--- src/rtl/up2_uart_tx.sv ---
// up2_uart_tx: 8N1 UART transmitter with a small byte FIFO and back-to-back framing
module up2_uart_tx #(
    parameter int CLKS_PER_BIT = 434,
    parameter int FIFO_AW      = 2
) (
    input  logic               clk,
    input  logic               nRst,
    input  logic [7:0]         data,
    input  logic               valid,
    output logic               ready,
    output logic               tx,
    output logic               busy,
    output logic [FIFO_AW:0]   count
);
    localparam int DEPTH = 2 ** FIFO_AW;
    localparam int BW    = $clog2(CLKS_PER_BIT);

    typedef enum logic [1:0] {IDLE, START, DATA, STOP} state_t;

    state_t             state_q, state_d;
    logic [BW-1:0]      baud_q, baud_d;
    logic [2:0]         bit_q, bit_d;
    logic [7:0]         shift_q, shift_d;
    logic               tx_q, tx_d;
    logic [FIFO_AW-1:0] wr_ptr_q, wr_ptr_d, rd_ptr_q, rd_ptr_d;
    logic [FIFO_AW:0]   count_q, count_d;
    logic [7:0]         mem_q [DEPTH];
    logic               push, pop, baud_end;

    assign ready    = count_q != (FIFO_AW + 1)'(DEPTH);
    assign push     = valid && ready;
    assign baud_end = baud_q == BW'(CLKS_PER_BIT - 1);
    assign busy     = (state_q != IDLE) || (count_q != '0);
    assign count    = count_q;
    assign tx       = tx_q;

    // FIFO storage needs no reset: only entries counted by count_q are ever read
    always_ff @(posedge clk) begin
        if (push) mem_q[wr_ptr_q] <= data;
    end

    // Framing FSM and FIFO bookkeeping; a pop reloads the shifter and drops tx for the start bit
    always_comb begin
        state_d = state_q;
        baud_d  = baud_q;
        bit_d   = bit_q;
        shift_d = shift_q;
        tx_d    = tx_q;
        pop     = 1'b0;
        case (state_q)
            IDLE: begin
                tx_d = 1'b1;
                if (count_q != '0) begin
                    pop     = 1'b1;
                    shift_d = mem_q[rd_ptr_q];
                    tx_d    = 1'b0;
                    baud_d  = '0;
                    state_d = START;
                end
            end
            START: begin
                baud_d = baud_q + 1'b1;
                if (baud_end) begin
                    baud_d  = '0;
                    tx_d    = shift_q[0];
                    bit_d   = '0;
                    state_d = DATA;
                end
            end
            DATA: begin
                baud_d = baud_q + 1'b1;
                if (baud_end) begin
                    baud_d  = '0;
                    shift_d = shift_q >> 1;
                    bit_d   = bit_q + 3'd1;
                    tx_d    = (bit_q == 3'd7) ? 1'b1 : shift_q[1];
                    state_d = (bit_q == 3'd7) ? STOP : DATA;
                end
            end
            default: begin
                baud_d = baud_q + 1'b1;
                if (baud_end) begin
                    baud_d  = '0;
                    pop     = count_q != '0;
                    shift_d = pop ? mem_q[rd_ptr_q] : shift_q;
                    tx_d    = !pop;
                    state_d = pop ? START : IDLE;
                end
            end
        endcase
        wr_ptr_d = wr_ptr_q + FIFO_AW'(push);
        rd_ptr_d = rd_ptr_q + FIFO_AW'(pop);
        count_d  = count_q + (FIFO_AW + 1)'(push) - (FIFO_AW + 1)'(pop);
    end

    // State registers; reset abandons any frame and parks tx high
    always_ff @(posedge clk or negedge nRst) begin
        if (!nRst) begin
            state_q  <= IDLE;
            baud_q   <= '0;
            bit_q    <= '0;
            shift_q  <= '0;
            tx_q     <= 1'b1;
            wr_ptr_q <= '0;
            rd_ptr_q <= '0;
            count_q  <= '0;
        end else begin
            state_q  <= state_d;
            baud_q   <= baud_d;
            bit_q    <= bit_d;
            shift_q  <= shift_d;
            tx_q     <= tx_d;
            wr_ptr_q <= wr_ptr_d;
            rd_ptr_q <= rd_ptr_d;
            count_q  <= count_d;
        end
    end
endmodule

--- config.mk ---
export PLATFORM = sky130hd
export DESIGN_NAME = up2_uart_tx
export DESIGN_NICKNAME = d
export VERILOG_FILES = /design/src/rtl/up2_uart_tx.sv
export SDC_FILE = /design/constraint.sdc
export NUM_CORES = 1
export LEC_CHECK = 0
export CORE_MARGIN = 5
export CORE_UTILIZATION = 58
export CTS_CLUSTER_SIZE = 28
export DETAILED_ROUTE_END_ITERATION = 6
export PLACE_DENSITY_LB_ADDON = 0.15
export SKIP_CTS_REPAIR_TIMING = 1
export SYNTH_ARGS = -nofsm -noshare
export SYNTH_HDL_FRONTEND = slang
export SYNTH_SLANG_ARGS = --single-unit
--- constraint.sdc ---
create_clock -name clk -period 7.4 [get_ports clk]
set_input_delay 0.74 -clock clk [delete_from_list [all_inputs] [get_ports clk]]
set_output_delay 0.74 -clock clk [all_outputs]
set_load 0.005 [all_outputs]
==> summary.txt <==
Synth
  – Yosys reg bits: 62
  – Top post-synthesis cells by count: edfxtp_1, dfrtp_1, nand2_1
  – Top area cells in the synthesized netlist: edfxtp_1, dfrtp_1, mux2_2
  – Sequential share of the synthesized area: 0.605
  – Post-synth EDFFs: 32
  – Mapped cell area: 2830 um^2
  – Ys async rst share: 0.484
  – Most numerous cell in the Yosys netlist: edfxtp_1
  – Syn Inst Count: 210
  – Syn nets: 234
  – Share of the synthesized area in the top cell type: 0.339
  – Biggest area consumer among synthesized cells: edfxtp_1
  – Synth Flop Type: edfxtp_1
  – Yosys cell types: 45
  – Synth Warn #: 0
  – Syn_area_per_cell: 13.5 um^2

Place
  – DP Area: 3070 um^2
  – Final HPWL DP: 3500 um
  – PortBufs: 16
  – Inst Count DP: 291
  – Dpl ws: 4690 ps
  – RePlAce Congestion: 0.799

Min path
  – Worst min path class: register to register
  – Worst hold path stage count: 1
  – Worst Hold End: bit_q[1]$_DFFE_PN0P_
  – Hold_sp: bit_q[1]$_DFFE_PN0P_

Pwr
  – PnR Total Power: 0.822 mW
  – Power share of the sequential group: 0.536
  – Sw power: 0.211 mW
  – Sw frac: 0.256
  – Worst vdd ir: 0.214 mV
  – Clock Power Share: 0.303
  – Pint: 0.611 mW
  – Combinational power share: 0.161
  – Power density over the cells: 254 nW/um^2
  – Leakage: 1.37 nW

Worst setup path
  – Setup crit start kind: register
  – Max stage delay cell, worst path: nor3_1
  – CP max stage delay: 550 ps
  – Maximum fanout along the worst path: 7
  – Top delay family on crit path: simple AND/OR/NAND/NOR gates
  – R2r worst-path depth: 11
  – Worst path cell trace: nor3_1 -> and2_1 -> inv_1 -> clkdlybuf4s50_1
  – Worst path depth: 4
  – Crit path DAT: 2240 ps
  – Worst Setup End Kind: output pin
  – RR Endpoint: count[2]$_DFF_PN0_
  – CP bufs+invs: 2
  – R2r setup slk: 4660 ps
  – Setup CP Type: register to output pin
  – RR Startpoint: baud_q[0]$_DFFE_PN0N_
  – Worst setup path start: count[1]$_DFF_PN0_
  – Req. time, crit path: 6660 ps

Floorplanning
  – Die ar.: 6380 um^2
  – Chip width: 79.9 um
  – Vert. Die Dim: 79.9 um
  – Initial Util: 0.600
  – # rows: 25
  – IO Pins: 17
  – Core area: 4720 um^2

Drt
  – WL/cell: 16.2 um
  – Pre-antenna DRT Iters: 4
  – Post-DR vias/cell: 5.58
  – DRT antenna net count: 0
  – Routed WL: 4980 um
  – Initial DRC count: 83
  – DRC Markers: 0
  – Via count: 1714

Timing
  – Final WS setup: 4420 ps
  – Final min period: 2980 ps
  – Final hold viol count: 0
  – RSZ-0062 raised after global routing: no
  – Fin crit share: 0.402
  – Max Clk Rate: 336 MHz
  – Setup-failing EPs final: 0
  – Final slew viol count: 0
  – Slew headroom: 0.516
  – Setup Skew: 4.98 ps
  – Tightest Pin Transition: 726 ps
  – Setup TNS: 0 ps
  – WHS: 505 ps

CTS
  – CTS sink cnt: 62
  – TritonCTS Buffers: 9
  – Clock Latency Late Sink: 330 ps
  – Max Root-Sink Buffers: 2
  – TritonCTS clock tree: done
  – Root Driver: clkbuf_8
  – Worst-path clk slew: 60 ps
  – H-tree levels: 3

GRT
  – Vias in the first global route: 1839
  – Global Route Usage Sum: 0.177
  – GRT Residual Overflow: 0
  – Largest net degree at the start of global routing: 31
  – Antenna violations before repair: 0
  – Global-route wire length before repair: 8340 um

Job
  – Maxcap violations: 0

Run status
  – Status: complete, no violations

Cells and area
  – # diodes: 0
  – Synth-to-Final Area Change: 14.3%
  – Final instance area: 3240 um^2
  – Finished Layout Cells: 307
  – Layout cells sized above 1: 0.179
  – Nets: 259
  – Final design utilization: 0.686
placed cells by master, fill, tap and decap left out, types with 3 or more instances in the layout:
cell type / n
edfxtp_1: 32
a21oi_1: 7
ha_1: 12
mux2_2: 15
buf_4: 4
nand2_1: 17
inv_1: 13
a31oi_1: 4
o21ai_0: 3
dfrtp_1: 29
nor3_1: 4
clkdlybuf4s50_1: 16
mux2i_1: 9
clkbuf_8: 10
nor2_1: 8
a211oi_1: 3
and3_1: 4
nand3_1: 6
o221a_2: 6
final cells by class:
| cell class | instances | area [um^2] |
|---|---|---|
| clock inverters | 5 | 25.0 |
| multi-input cells | 129 | 1040 |
| inverters | 13 | 48.8 |
| clock buffers | 11 | 141 |
| well taps | 67 | 83.8 |
| repair buffers | 20 | 190 |
| flip-flops and latches | 62 | 1710 |
| fillers | 337 | 1490 |
logic make-up after synthesis:
family                   share of synthesized area
XOR/XNOR                                    0.0124
buffers and inverters                       0.0296
multiplexers                                 0.103
AND/OR/NAND/NOR                             0.0905
flip-flops                                   0.605
AO/OA/AOI/OAI                               0.0994
adder cells (fa/ha/maj)                     0.0601
worst reg2reg max path: stages (launching register included):
cell and delay (ps):
dfrtp_1 420, ha_1 220, and4b_1 240, and2_1 270
mux2i_1 170, nor2_1 80, ha_1 310, inv_1 40
ha_1 190, fa_1 380, xnor2_1 190, xnor2_1 150
worst max-delay path by stage:
stage | to | slack (ps)
final | busy | 4420
after global routing | busy | 4270
after CTS | busy | 4380
after detailed placement | count[2]$_DFF_PN0_ | 4690
after global placement | count[2]$_DFF_PN0_ | 4830
after floorplan | count[2]$_DFF_PN0_ | 4900
sequential cells by signal, indices dropped and copies added, names as in the netlist, 2 cells and up:
signal	flops
rd_ptr_q	2
count	3
shift_q	8
mem_q	32
state_q	2
baud_q	9
wr_ptr_q	2
bit_q	3
power groups by stage:
stage / registers [mW] / logic [mW] / clock network (mW)
2_1_floorplan: 0.443 / 0.0716 / 0
3_3_place_gp: 0.443 / 0.128 / 0
3_5_place_dp: 0.447 / 0.136 / 0
4_1_cts: 0.440 / 0.137 / 0.255
5_1_grt: 0.446 / 0.147 / 0.273
6_report: 0.440 / 0.132 / 0.249
layer usage:
layer  track usage  wire [um]  vias to the layer above
li1              -          -                      833
met1         0.201       2100                      845
met2         0.307       2630                       29
met3        0.0339        176                        7
met4         0.106         72                        0
met5             0          0                        -
Power figures use the tool's default switching activity.
